**src/rtl/rc4_prga_stream_if.sv**
```systemverilog
// Bus bundle for the RC4 keystream/decrypt engine: start/finish control,
// shared S RAM port, ciphertext ROM port and plaintext D RAM port.
interface rc4_prga_stream_if #(
   parameter int MSG_AW = 8
);
   // Control: start is a one-cycle request pulse, honoured only while the
   // engine is idle. finish is a one-cycle completion pulse, and msg_ok /
   // fail_idx are stable from finish until the next accepted start.
   logic              start;
   logic              busy;
   logic              finish;
   logic              msg_ok;
   logic [MSG_AW-1:0] fail_idx;

   // S RAM (shared with the key-schedule engine)
   logic [7:0]        address_s;
   logic [7:0]        data_s;
   logic              wren_s;
   logic [7:0]        q_s;

   // Ciphertext ROM
   logic [MSG_AW-1:0] address_m;
   logic [7:0]        q_m;

   // Plaintext D RAM
   logic [MSG_AW-1:0] address_d;
   logic [7:0]        data_d;
   logic              wren_d;

   // Engine side
   modport master (
      input  start, q_s, q_m,
      output busy, finish, msg_ok, fail_idx,
             address_s, data_s, wren_s,
             address_m, address_d, data_d, wren_d
   );

   // Environment side (controller and memories)
   modport slave (
      output start, q_s, q_m,
      input  busy, finish, msg_ok, fail_idx,
             address_s, data_s, wren_s,
             address_m, address_d, data_d, wren_d
   );
endinterface

```
**src/rtl/rc4_prga_stream.sv**
```systemverilog
// RC4 PRGA engine: walks an already key-scheduled S box, produces one
// keystream byte per message byte, XORs it with the ROM ciphertext and
// writes the plaintext to D RAM. Optional screening against lowercase
// ASCII plus space aborts the message at the first illegal byte.
module rc4_prga_stream #(
   parameter int MSG_LEN  = 32,
   parameter int MSG_AW   = 8,
   parameter int RD_LAT   = 1,
   parameter int CHECK_EN = 1
) (
   input  logic                    clk,
   input  logic                    reset,
   rc4_prga_stream_if.master       bus,
   output logic [3:0]              dbg_state
);

   typedef enum logic [3:0] {
      IDLE   = 4'd0,
      LOAD   = 4'd1,
      RD_I   = 4'd2,
      WAIT_I = 4'd3,
      CAP_I  = 4'd4,
      RD_J   = 4'd5,
      WAIT_J = 4'd6,
      CAP_J  = 4'd7,
      WR_J   = 4'd8,
      WR_I   = 4'd9,
      RD_F   = 4'd10,
      WAIT_F = 4'd11,
      CAP_F  = 4'd12,
      WR_D   = 4'd13,
      NEXT   = 4'd14,
      DONE   = 4'd15
   } state_t;

   localparam logic [MSG_AW-1:0] LAST_K   = MSG_AW'(MSG_LEN - 1);
   localparam logic [1:0]        WAIT_END = 2'(RD_LAT - 1);

   state_t            state;
   state_t            state_nx;
   logic [7:0]        i;
   logic [7:0]        j;
   logic [7:0]        si;
   logic [7:0]        sj;
   logic [7:0]        sum;
   logic [MSG_AW-1:0] k;
   logic              abort;
   logic [1:0]        wait_cnt;
   logic              wait_done;
   logic [7:0]        pt;
   logic              pt_legal;
   logic              last_byte;

   assign wait_done = (wait_cnt == WAIT_END);
   assign pt        = bus.q_s ^ bus.q_m;
   assign pt_legal  = (pt == 8'h20) || ((pt >= 8'h61) && (pt <= 8'h7A));
   assign last_byte = abort || (k == LAST_K);
   assign dbg_state = state;

   // State register.
   always_ff @(posedge clk or negedge reset) begin
      if (!reset) state <= IDLE;
      else        state <= state_nx;
   end

   // Next-state logic: one fixed slot sequence per message byte.
   always_comb begin
      state_nx = state;
      unique case (state)
         IDLE:    if (bus.start) state_nx = LOAD;
         LOAD:    state_nx = RD_I;
         RD_I:    state_nx = WAIT_I;
         WAIT_I:  if (wait_done) state_nx = CAP_I;
         CAP_I:   state_nx = RD_J;
         RD_J:    state_nx = WAIT_J;
         WAIT_J:  if (wait_done) state_nx = CAP_J;
         CAP_J:   state_nx = WR_J;
         WR_J:    state_nx = WR_I;
         WR_I:    state_nx = RD_F;
         RD_F:    state_nx = WAIT_F;
         WAIT_F:  if (wait_done) state_nx = CAP_F;
         CAP_F:   state_nx = WR_D;
         WR_D:    state_nx = NEXT;
         NEXT:    state_nx = last_byte ? DONE : RD_I;
         DONE:    state_nx = IDLE;
         default: state_nx = IDLE;
      endcase
   end

   // Datapath and registered outputs; each slot's effect appears on the
   // bus in the cycle after that slot, so write enables are single pulses.
   always_ff @(posedge clk or negedge reset) begin
      if (!reset) begin
         i             <= '0;
         j             <= '0;
         k             <= '0;
         si            <= '0;
         sj            <= '0;
         sum           <= '0;
         abort         <= 1'b0;
         wait_cnt      <= '0;
         bus.busy      <= 1'b0;
         bus.finish    <= 1'b0;
         bus.msg_ok    <= 1'b0;
         bus.fail_idx  <= '0;
         bus.address_s <= '0;
         bus.data_s    <= '0;
         bus.wren_s    <= 1'b0;
         bus.address_m <= '0;
         bus.address_d <= '0;
         bus.data_d    <= '0;
         bus.wren_d    <= 1'b0;
      end else begin
         bus.wren_s <= 1'b0;
         bus.wren_d <= 1'b0;
         bus.busy   <= (state_nx != IDLE) && (state_nx != DONE);
         bus.finish <= (state_nx == DONE);
         wait_cnt   <= '0;
         case (state)
            IDLE: begin
               if (bus.start) begin
                  i            <= '0;
                  j            <= '0;
                  k            <= '0;
                  abort        <= 1'b0;
                  bus.msg_ok   <= 1'b1;
                  bus.fail_idx <= '0;
               end
            end
            RD_I: begin
               i             <= i + 8'd1;
               bus.address_s <= i + 8'd1;
            end
            WAIT_I, WAIT_J, WAIT_F: begin
               if (!wait_done) wait_cnt <= wait_cnt + 2'd1;
            end
            CAP_I: begin
               si <= bus.q_s;
               j  <= j + bus.q_s;
            end
            RD_J: bus.address_s <= j;
            CAP_J: sj <= bus.q_s;
            WR_J: begin
               bus.address_s <= j;
               bus.data_s    <= si;
               bus.wren_s    <= 1'b1;
            end
            // When i==j, sj equals si, so both writes store si and S is unchanged.
            WR_I: begin
               bus.address_s <= i;
               bus.data_s    <= sj;
               bus.wren_s    <= 1'b1;
               sum           <= si + sj;
            end
            RD_F: begin
               bus.address_s <= sum;
               bus.address_m <= k;
            end
            CAP_F: begin
               bus.data_d    <= pt;
               bus.address_d <= k;
               if ((CHECK_EN != 0) && !pt_legal) begin
                  bus.msg_ok   <= 1'b0;
                  bus.fail_idx <= k;
                  abort        <= 1'b1;
               end
            end
            WR_D: bus.wren_d <= 1'b1;
            NEXT: begin
               if (!last_byte) k <= k + MSG_AW'(1);
            end
            default: ;
         endcase
      end
   end

endmodule

```
**src/flat_wrapper.sv**
```systemverilog
// flat-port wrapper written by rule: the top's interface ports become plain ports
module rc4_prga_stream_flat 
#(
   parameter int MSG_LEN  = 32,
   parameter int MSG_AW   = 8,
   parameter int RD_LAT   = 1,
   parameter int CHECK_EN = 1
)
  (clk, reset, dbg_state, bus_start, bus_q_s, bus_q_m, bus_busy, bus_finish, bus_msg_ok, bus_fail_idx, bus_address_s, bus_data_s, bus_wren_s, bus_address_m, bus_address_d, bus_data_d, bus_wren_d);
  rc4_prga_stream_if #(.MSG_AW(MSG_AW)) bus_i ();
  input  logic clk;
  input  logic reset;
  output logic [3:0] dbg_state;
  input wire logic [$bits(bus_i.start)-1:0] bus_start;
  input wire logic [$bits(bus_i.q_s)-1:0] bus_q_s;
  input wire logic [$bits(bus_i.q_m)-1:0] bus_q_m;
  output wire logic [$bits(bus_i.busy)-1:0] bus_busy;
  output wire logic [$bits(bus_i.finish)-1:0] bus_finish;
  output wire logic [$bits(bus_i.msg_ok)-1:0] bus_msg_ok;
  output wire logic [$bits(bus_i.fail_idx)-1:0] bus_fail_idx;
  output wire logic [$bits(bus_i.address_s)-1:0] bus_address_s;
  output wire logic [$bits(bus_i.data_s)-1:0] bus_data_s;
  output wire logic [$bits(bus_i.wren_s)-1:0] bus_wren_s;
  output wire logic [$bits(bus_i.address_m)-1:0] bus_address_m;
  output wire logic [$bits(bus_i.address_d)-1:0] bus_address_d;
  output wire logic [$bits(bus_i.data_d)-1:0] bus_data_d;
  output wire logic [$bits(bus_i.wren_d)-1:0] bus_wren_d;
  assign bus_i.start = bus_start;
  assign bus_i.q_s = bus_q_s;
  assign bus_i.q_m = bus_q_m;
  assign bus_busy = bus_i.busy;
  assign bus_finish = bus_i.finish;
  assign bus_msg_ok = bus_i.msg_ok;
  assign bus_fail_idx = bus_i.fail_idx;
  assign bus_address_s = bus_i.address_s;
  assign bus_data_s = bus_i.data_s;
  assign bus_wren_s = bus_i.wren_s;
  assign bus_address_m = bus_i.address_m;
  assign bus_address_d = bus_i.address_d;
  assign bus_data_d = bus_i.data_d;
  assign bus_wren_d = bus_i.wren_d;
  rc4_prga_stream #(.MSG_LEN(MSG_LEN), .MSG_AW(MSG_AW), .RD_LAT(RD_LAT), .CHECK_EN(CHECK_EN)) u_core (.clk(clk), .reset(reset), .bus(bus_i), .dbg_state(dbg_state));
endmodule
```
**config.mk**
```make
export PLATFORM = sky130hd
export DESIGN_NAME = rc4_prga_stream_flat
export DESIGN_NICKNAME = d
export VERILOG_FILES = /design/src/rtl/rc4_prga_stream_if.sv /design/src/rtl/rc4_prga_stream.sv /design/src/flat_wrapper.sv
export SDC_FILE = /design/constraint.sdc
export NUM_CORES = 1
export LEC_CHECK = 0
export ABC_AREA = 1
export BUFFER_PORTS_ARGS = -buffer_cell sky130_fd_sc_hd__buf_2
export CAP_MARGIN = 0
export CORE_AREA = 8 8 163 88
export DETAILED_ROUTE_END_ITERATION = 8
export DIE_AREA = 0 0 171 96
export SLEW_MARGIN = 15
export SYNTH_ARGS = -nofsm -noshare
export SYNTH_HDL_FRONTEND = slang
export SYNTH_SLANG_ARGS = --single-unit
```
**constraint.sdc**
```tcl
create_clock -name clk -period 2.49 [get_ports clk]
set_input_delay 0.249 -clock clk [delete_from_list [all_inputs] [get_ports clk]]
set_output_delay 0.249 -clock clk [all_outputs]
set_load 0.02 [all_outputs]
```
==> results.sh, run 1 <==
export IMPL_drt_iter0_drc=378
export IMPL_globalRouteTotalUtil=0.184
export IMPL_global_route_wire_length_before_repair_um=23400
export IMPL_synth_yosys_seq_area_share=0.511
export IMPL_synth_flop_cell="dfrtp_1"
export IMPL_remaining_global_route_overflow=0
export IMPL_finish_net_count=747
export IMPL_worstSetupEndpointType="register"
export IMPL_cts_reportedPaths_clkPinSlew_ns=0.07
export IMPL_finalMaxSlewViolations=0
export IMPL_post_cts_hold_buffer_count=0
export IMPL_timing_rr_end="u_core.bus.fail_idx[5]"
export IMPL_setup_worst_path_start_class="register"
export IMPL_outcome="complete, but fails checks"
export IMPL_stdcell_count=883
export IMPL_mostFrequentLayoutCell="nand2_1"
export IMPL_synth_edf_count=0
export IMPL_violated_checks="hold timing"
export IMPL_cp_max_fo=11
export IMPL_grt_antenna_before_repair=0
export IMPL_period_share=0.813
export IMPL_mostFrequentLayoutCells="nand2_1 (162), dfrtp_1 (108), o21ai_0 (80), buf_2 (74), inv_1 (68)"
export IMPL_unrepaired_setup_endpoints_after_global_routing="no"
export IMPL_ff2ff_path_depth=7
export IMPL_die_x_um=171
export IMPL_r2r_start="u_core.dbg_state[1]"
export IMPL_xor_xnor_fraction_of_synth_area=0.0215
export IMPL_cts_tree="built"
export IMPL_fmaxAchievable_mhz=494
export IMPL_netlist_top_cells_area="dfrtp_1 (51%), nand2_1 (12%), o21ai_0 (7.6%)"
export IMPL_muxShareOfSynthArea=0
export IMPL_synthSimpleGateAreaFrac=0.227
export IMPL_clock_sinks=108
export IMPL_number_of_buffers_inserted_to_repair_setup_after_cts=0
export IMPL_buffer_ports_inserted=75
export IMPL_die_height_um=96
export IMPL_static_leakage_power_uw=0.00317
export IMPL_worst_slew_margin_rel=0.466
export IMPL_clock_buffers_created_by_tritoncts=9
export IMPL_gp_routability_congestion=0.889
export IMPL_vdd_ir_drop_max_v=0.000476
export IMPL_maximum_number_of_pins_on_one_net_before_global_route_repair=59
export IMPL_worstPathRequired_ns=2.77
export IMPL_mappedNetlistNets=672
export IMPL_finalCriticalPeriod_ns=2.02
export IMPL_first_global_vias=4333
export IMPL_post_synth_cell_area_avg_sq_um=8.35
export IMPL_synthAdderAreaFrac=0.0502
export IMPL_wire_per_inst_um=16.3
export IMPL_hp_class="in -> async"
export IMPL_setup_tns_ns=0
export IMPL_utilization=0.507
export IMPL_yosys_area_top_type="dfrtp_1"
export IMPL_reg2reg_slack_ns=0.47
export IMPL_fin_hold_ws_ns=-0.0433
export IMPL_post_place_cells=867
export IMPL_critical_path_at_ns=2.31
export IMPL_wirelength_um=14400
export IMPL_clock_skew_final_ns=0.00809
export IMPL_yosys_register_bits=108
export IMPL_num_rows=29
export IMPL_antenna_diode_count=0
export IMPL_clock_tree_buffer_depth=2
export IMPL_setup_violations_final=0
export IMPL_clock_root_buffer="clkbuf_16"
export IMPL_compound_cell_area_share_of_the_yosys_netlist=0.125
export IMPL_timing_worst_setup_path_type="reg -> reg"
export IMPL_postSynthCellCount=633
export IMPL_layout_drive_gt1_share=0.160
export IMPL_cts_htree_levels=3
export IMPL_powerDensity_nw_per_um2=1260
export IMPL_max_cap_violations=0
export IMPL_antenna_violating_nets_remaining=0
export IMPL_synthToLayoutAreaGrowth_pct=17.0
export IMPL_postSynth_asyncResetShare=1.00
export IMPL_floorplan_initialDensity=0.433
export IMPL_final_hold_violation_count=24
export IMPL_synth_cell_type_count=33
export IMPL_mappedNetlistArea_sq_um=5280
export IMPL_insertion_delay_ns=0.35
export IMPL_synth_top_cell_area_share=0.511
export IMPL_die_area_sq_um=16400
export IMPL_hpwl_um=11300
export IMPL_core_area_sq_um=12200
export IMPL_yosysWarningCount=0
export IMPL_via_count=4497
export IMPL_drt_pass1_iter_count=5
export IMPL_worst_pin_slew_ns=0.801
export IMPL_cts_repair_resize_count=0
export IMPL_main_combinational_cell_family_by_area_after_synthesis="simple AND/OR/NAND/NOR gates"
export IMPL_remaining_drc_errors=0
export IMPL_detail_route_vias_per_cell=5.09
export IMPL_pin_count=76
critical path, stage by stage, from the launching register on:
cell and delay [ns]:
dfrtp_1 0.50, nor2_2 0.19, inv_2 0.08, nor2_1 0.31, nand2_1 0.35, nand2_1 0.36
nand2_1 0.10, nand2_1 0.07
per-layer routing:
metal	track usage	vias to the layer above	wire (um)
li1	-	2227	-
met1	0.292	2112	7930
met2	0.238	146	5310
met3	0.0491	12	1070
met4	0.0424	0	111
met5	0	-	0
synth_stat cells (all sizes together), types with 5 or more instances:
cell type,instances
buf,8
o22ai,6
nor2,54
a21oi,22
o21ai,83
a31oi,6
inv,72
dfrtp,108
nand2,165
nand3,44
xnor2,5
ha,18
nand4,7
xor2,8
clkbuf,8
nor3,7
flip-flops by register name, indices dropped and copies added, names as in the netlist, 2 cells and up:
signal	cells
u_core.i	8
u_core.bus.address_s	8
u_core.bus.address_m	8
u_core.j	8
u_core.si	8
u_core.k	8
u_core.dbg_state	4
u_core.sum	8
u_core.bus.fail_idx	8
u_core.wait_cnt	2
u_core.bus.data_d	8
u_core.bus.address_d	8
u_core.bus.data_s	8
u_core.sj	8
logic make-up after synthesis:
| group | after synthesis |
|---|---|
| AND/OR/NAND/NOR | 280 |
| XOR/XNOR | 13 |
| AO/OA/AOI/OAI | 124 |
| flip-flops | 108 |
| buffers and inverters | 88 |
| adder cells (fa/ha/maj) | 20 |
per-stage QoR:
stage          worst slack [ns]  cell area [sq um]  power (uW)
2_1_floorplan             0.813               5280        5080
3_3_place_gp              0.553               5860        6150
3_5_place_dp              0.513               5860        6230
4_1_cts                   0.516               6180        7790
5_1_grt                   0.251               6180        8370
6_report                  0.466               6180        7780
area by class of cell:
class                   count  area [sq um]
clock inverters             4          72.6
repair buffers             80           440
well taps                 170           213
fillers                  1171          6010
flip-flops and latches    108          2700
clock buffers              12           246
inverters                  72           270
multi-input cells         437          2240
worst max-delay path by stage:
stage                              from                      to  slack [ns]  cells after the start
floorplan                   u_core.j[0]             u_core.j[6]        0.81                      9
global placement             bus_q_s[1]  u_core.bus.fail_idx[7]        0.55                     14
detailed placement           bus_q_s[1]  u_core.bus.fail_idx[1]        0.51                     14
CTS                 u_core.dbg_state[1]  u_core.bus.fail_idx[1]        0.52                      7
global route        u_core.dbg_state[1]  u_core.bus.fail_idx[0]        0.25                      7
finish              u_core.dbg_state[1]  u_core.bus.fail_idx[5]        0.47                      7
power by group:
| part | switching (uW) | total, uW | internal, uW | leakage [uW] |
|---|---|---|---|---|
| Sequential | 501 | 2910 | 2410 | 0.00138 |
| Combinational | 2220 | 3320 | 1100 | 0.00165 |
| Clock | 636 | 1540 | 909 | 0.000153 |
Note: power is estimated with default switching activity, not from simulation.
==> run 2: changes to the inputs <==
Clock period 2.49 ns to 2.1 ns, I/O delays scaled along.
==> run 2 against run 1 <==
Compared with the run above:
- wire length about the same
- global-route usage about the same
- sequential share of layout area down 0.45 points
- critical endpoint is now u_core.k[3]
- combinational power up 19%
- setup slack worse by 0.22 ns
- fmax up 9.0%
- critical path depth up 1
- hold slack better by 0.20 ns
- via count up 3.0%
- the run now ends clean
- register-to-register slack worse by 0.22 ns
- largest power group unchanged
==> results.sh, run 2 (synthesis gave the netlist of run 1 again) <==
export IMPL_worst_pin_slew_ns=0.583
export IMPL_final_cell_area_sq_um=6250
export IMPL_floorplan_initialDensity=0.433
export IMPL_switching_share_of_power=0.425
export IMPL_critical_path_at_ns=2.09
export IMPL_first_global_vias=4440
export IMPL_num_rows=29
export IMPL_die_x_um=171
export IMPL_setup_worst_path_start_class="register"
export IMPL_hold_path_startpoint="bus_q_m[1]"
export IMPL_placed_cell_area_sq_um=5900
export IMPL_outcome="complete, no violations"
export IMPL_combinationalPowerShare=0.425
export IMPL_remaining_global_route_overflow=0
export IMPL_die_height_um=96
export IMPL_critPathLaunch="u_core.dbg_state[1]"
export IMPL_global_route_wire_length_before_repair_um=23500
export IMPL_r2r_start="u_core.dbg_state[1]"
export IMPL_fmaxAchievable_mhz=538
export IMPL_powerDensity_nw_per_um2=1490
export IMPL_detail_route_vias_per_cell=5.20
export IMPL_setup_tns_ns=0
export IMPL_clkPwrFrac=0.203
export IMPL_via_count=4633
export IMPL_clock_sinks=108
export IMPL_period_share=0.884
export IMPL_max_cap_violations=0
export IMPL_mostFrequentLayoutCells="nand2_1 (162), dfrtp_1 (108), o21ai_0 (80), buf_2 (74), inv_1 (68)"
export IMPL_die_area_sq_um=16400
export IMPL_maximum_number_of_pins_on_one_net_before_global_route_repair=64
export IMPL_p_sw_uw=3960
export IMPL_finalMaxSlewViolations=0
export IMPL_finalCriticalPeriod_ns=1.86
export IMPL_hpwl_um=11300
export IMPL_gp_routability_congestion=0.918
export IMPL_clock_root_buffer="clkbuf_16"
export IMPL_timing_worst_setup_path_type="reg -> reg"
export IMPL_cts_tree="built"
export IMPL_worstPathRequired_ns=2.33
export IMPL_remaining_drc_errors=0
export IMPL_core_area_sq_um=12200
export IMPL_wirelength_um=14400
export IMPL_wire_per_inst_um=16.2
export IMPL_mostFrequentLayoutCell="nand2_1"
export IMPL_grt_antenna_before_repair=0
export IMPL_power_report_internal_total_uw=5360
export IMPL_static_leakage_power_uw=0.00322
export IMPL_cts_reportedPaths_clkPinSlew_ns=0.07
export IMPL_final_hold_violation_count=0
export IMPL_drt_iter0_drc=429
export IMPL_buffer_ports_inserted=75
export IMPL_worst_slew_margin_rel=0.611
export IMPL_unrepaired_setup_endpoints_after_global_routing="no"
export IMPL_filler_cell_count=1168
export IMPL_cts_htree_levels=3
export IMPL_insertion_delay_ns=0.34
export IMPL_drt_pass1_iter_count=5
export IMPL_antenna_diode_count=0
export IMPL_hp_class="in -> reg"
export IMPL_ff2ff_path_depth=8
export IMPL_seq_power_share=0.373
export IMPL_clock_tree_buffer_depth=2
export IMPL_antenna_violating_nets_remaining=0
export IMPL_vdd_ir_drop_max_v=0.000531
export IMPL_worstSetupEndpointType="register"
export IMPL_synthToLayoutAreaGrowth_pct=18.2
export IMPL_utilization=0.512
export IMPL_globalRouteTotalUtil=0.184
export IMPL_finish_net_count=755
export IMPL_setup_violations_final=0
export IMPL_layout_drive_gt1_share=0.168
export IMPL_clock_buffers_created_by_tritoncts=9
export IMPL_pin_count=76
export IMPL_clock_skew_final_ns=0.00581
export IMPL_cp_max_fo=16
export IMPL_number_of_buffers_inserted_to_repair_setup_after_cts=0
export IMPL_worst_hold_path_num_cells=3
[run 2: final timing paths]
check / endpoint / slack [ns]
min: u_core.bus.data_d[1] / 0.16
max in group asynchronous: u_core.bus.fail_idx[5] / 1.10
min in group asynchronous: u_core.si[2] / 0.33
max: u_core.k[3] / 0.24
max reg2reg: u_core.k[3] / 0.24
min reg2reg: u_core.bus.msg_ok / 0.47
[run 2: power by group through the flow]
| stage | Sequential [uW] | Combinational, uW | Clock (uW) |
|---|---|---|---|
| floorplan | 3780 | 2240 | 0 |
| global placement | 3460 | 3850 | 0 |
| detailed placement | 3490 | 3950 | 0 |
| CTS | 3460 | 3960 | 1940 |
| global route | 3570 | 4420 | 2030 |
| finish | 3470 | 3960 | 1890 |
[run 2: per-layer routing]
| metal | track usage | part of all wire | vias to the layer above |
|---|---|---|---|
| met1 | 0.286 | 0.52 | 2208 |
| met5 | 0 | 0 | - |
| met2 | 0.250 | 0.39 | 172 |
| li1 | - | - | 2240 |
| met3 | 0.0483 | 0.085 | 13 |
| met4 | 0.0352 | 0.0076 | 0 |
[run 2: critical path: stages, from the launching register on]
cell and delay (ns):
dfrtp_1 0.50, nor2_2 0.19, inv_2 0.08, nor2_1 0.14, nand2_1 0.21, buf_4 0.27, inv_1 0.18, a21oi_1 0.08
o21a_1 0.11
[run 2: timing repair]
item | 4_1_cts | 5_1_grt
setup endpoints to repair | 0 | 0
hold buffers | 1 | 0
endpoints found under the hold margin | 25 | 0
gates resized for setup | 0 | 0
[run 2: final cells by class]
type / instances / area [sq um] / area share
sequential: 108 / 2700 / 0.433
multi-input combinational: 437 / 2240 / 0.358
timing repair buffer: 88 / 490 / 0.0785
inverter: 72 / 270 / 0.0433
clock buffer: 11 / 233 / 0.0373
tap: 170 / 213 / 0.0340
clock inverter: 5 / 100 / 0.0160
[run 2: through the flow]
stage | instances | setup slack, ns | total power, uW | hold WS [ns]
2_1_floorplan | 633 | 0.423 | 6020 | -0.0856
3_3_place_gp | 874 | 0.333 | 7310 | 0.154
3_5_place_dp | 874 | 0.278 | 7430 | 0.163
4_1_cts | 891 | 0.266 | 9360 | 0.150
5_1_grt | 891 | 0.0780 | 10000 | 0.161
6_report | 891 | 0.243 | 9320 | 0.160
==> run 3: changes to the inputs <==
Settings changed: CORE_AREA 8 8 163 88 to 8 8 197 105, DIE_AREA 0 0 171 96 to 0 0 205 113.
==> run 3 against run 2 <==
Compared with the run above:
- critical path depth rose by 1
- register-to-register slack barely moved
- via count fell by 2.0%
- clock power fell by 3%
- clock skew rose by 0.0076 ns
- die area rose by 41%
- sequential cell count did not move
- final area rose by 1.4%
- clock-buffer cell count fell by 1
- sequential power barely moved
- utilization fell by 16 points
- setup slack got worse by 0.0025 ns
- largest cell class unchanged
==> results.sh, run 3 (synthesis gave the netlist of run 1 again) <==
export IMPL_worstPathBufferInverterCount=0
export IMPL_die_area_sq_um=23200
export IMPL_unrepaired_setup_endpoints_after_global_routing="no"
export IMPL_mostFrequentLayoutCell="nand2_1"
export IMPL_power_report_internal_total_uw=5170
export IMPL_post_place_cells=944
export IMPL_clock_tree_buffer_depth=2
export IMPL_p_sw_uw=4120
export IMPL_hp_class="in -> reg"
export IMPL_fmaxAchievable_mhz=538
export IMPL_worst_slew_margin_rel=0.620
export IMPL_cp_max_fo=2
export IMPL_worst_hold_path_num_cells=3
export IMPL_hpwl_um=12500
export IMPL_die_height_um=113
export IMPL_filler_cell_count=1911
export IMPL_cts_tree="built"
export IMPL_setup_worst_path_start_class="register"
export IMPL_cts_repair_resize_count=0
export IMPL_setup_tns_ns=0
export IMPL_placed_cell_area_sq_um=6000
export IMPL_vdd_ir_drop_max_v=0.000700
export IMPL_stdcell_count=961
export IMPL_insertion_delay_ns=0.36
export IMPL_final_hold_violation_count=0
export IMPL_clkPwrFrac=0.197
export IMPL_setup_violations_final=0
export IMPL_cts_reportedPaths_clkPinSlew_ns=0.08
export IMPL_clock_root_buffer="clkbuf_16"
export IMPL_finish_net_count=755
export IMPL_cts_htree_levels=3
export IMPL_clock_skew_final_ns=0.0134
export IMPL_seq_power_share=0.374
export IMPL_pin_count=76
export IMPL_gp_routability_congestion=0.869
export IMPL_core_area_sq_um=18000
export IMPL_worstPathRequired_ns=2.34
export IMPL_maximum_number_of_pins_on_one_net_before_global_route_repair=42
export IMPL_crit_slowest_cell="fa_1"
export IMPL_critical_path_max_stage_delay_ns=0.42
export IMPL_finalCriticalPeriod_ns=1.86
export IMPL_buffer_ports_inserted=75
export IMPL_layout_drive_gt1_share=0.171
export IMPL_critical_path_cell_count=9
export IMPL_drt_iter0_drc=457
export IMPL_first_global_vias=4294
export IMPL_num_rows=35
export IMPL_synthToLayoutAreaGrowth_pct=19.9
export IMPL_via_count=4540
export IMPL_worst_pin_slew_ns=0.570
export IMPL_remaining_drc_errors=0
export IMPL_critical_path_cell_chain="ha_1 -> fa_1 -> nand3_1 -> nand2_1 -> nand2_1 -> nand2_1 -> a21oi_1 -> xor2_1 -> o21ai_0"
export IMPL_critical_path_top_cell_by_count="nand2_1"
export IMPL_floorplan_initialDensity=0.294
export IMPL_combinationalPowerShare=0.429
export IMPL_grt_antenna_before_repair=0
export IMPL_antenna_diode_count=0
export IMPL_fin_ws_ns=0.240
export IMPL_critical_path_top_delay_family="adder cells"
export IMPL_global_route_wire_length_before_repair_um=25300
export IMPL_remaining_global_route_overflow=0
export IMPL_detail_route_vias_per_cell=4.72
export IMPL_clock_sinks=108
export IMPL_globalRouteTotalUtil=0.140
export IMPL_wire_per_inst_um=16.4
export IMPL_clock_buffers_created_by_tritoncts=9
export IMPL_critical_path_at_ns=2.10
export IMPL_number_of_buffers_inserted_to_repair_setup_after_cts=0
export IMPL_outcome="complete, no violations"
export IMPL_drt_pass1_iter_count=5
export IMPL_powerDensity_nw_per_um2=1470
export IMPL_wirelength_um=15700
export IMPL_ff2ff_path_depth=9
export IMPL_switching_share_of_power=0.443
export IMPL_die_x_um=205
export IMPL_worstSetupEndpointType="register"
export IMPL_utilization=0.353
export IMPL_period_share=0.886
export IMPL_place_ws_ns=0.270
export IMPL_mostFrequentLayoutCells="nand2_1 (162), dfrtp_1 (108), o21ai_0 (80), buf_2 (74), inv_1 (68)"
export IMPL_final_cell_area_sq_um=6330
export IMPL_timing_worst_setup_path_type="reg -> reg"
export IMPL_max_cap_violations=0
export IMPL_static_leakage_power_uw=0.00321
export IMPL_antenna_violating_nets_remaining=0
export IMPL_finalMaxSlewViolations=0
## run 3: through the flow
step           power (uW)  hold WS, ns
2_1_floorplan        6020      -0.0856
3_3_place_gp         7430        0.218
3_5_place_dp         7480        0.212
4_1_cts              9340        0.123
5_1_grt             10100        0.150
6_report             9290        0.134
## run 3: tightest hold or removal path: cells and delay by family
kind	cells	cell delay, ns
buffers and inverters	1	0.10
AND/OR/NAND/NOR	1	0.07
AO/OA/AOI/OAI	1	0.07
## run 3: area by class of cell
type                       instances  area (sq um)  area share
inverter                          72           270      0.0427
timing repair buffer              88           503      0.0794
sequential                       108          2700       0.427
multi-input combinational        437          2240       0.353
clock inverter                     6          80.1      0.0126
tap                              240           300      0.0474
clock buffer                      10           239      0.0377
## run 3: per-layer routing
layer,global-route usage,share of wire,vias up
li1,-,-,2248
met1,0.242,0.60,2128
met2,0.158,0.32,154
met3,0.0391,0.074,10
met4,0.0242,0.0068,0
met5,0,0,-
## run 3: power by group through the flow
stage,clock (uW),sequential [uW],combinational (uW)
after detailed placement,0,3490,3990
final,1830,3470,3990
after floorplan,0,3780,2240
after global placement,0,3470,3960
after global routing,1960,3560,4520
after CTS,1870,3460,4000
## run 3: what timing repair did
action | 4_1_cts | 5_1_grt
endpoints found under the setup margin | 0 | 0
hold endpoints to repair | 34 | 0
hold buffers | 1 | 0
## run 3: path summary, 6_finish.rpt
kind	startpoint	endpoint	slack, ns
min in group asynchronous	reset	u_core.bus.wren_s	0.38
min	bus_q_m[1]	u_core.bus.data_d[1]	0.13
max	u_core.j[0]	u_core.j[6]	0.24
max reg2reg	u_core.j[0]	u_core.j[6]	0.24
min reg2reg	u_core.bus.msg_ok	u_core.bus.msg_ok	0.48
max in group asynchronous	reset	u_core.bus.address_d[3]	1.11
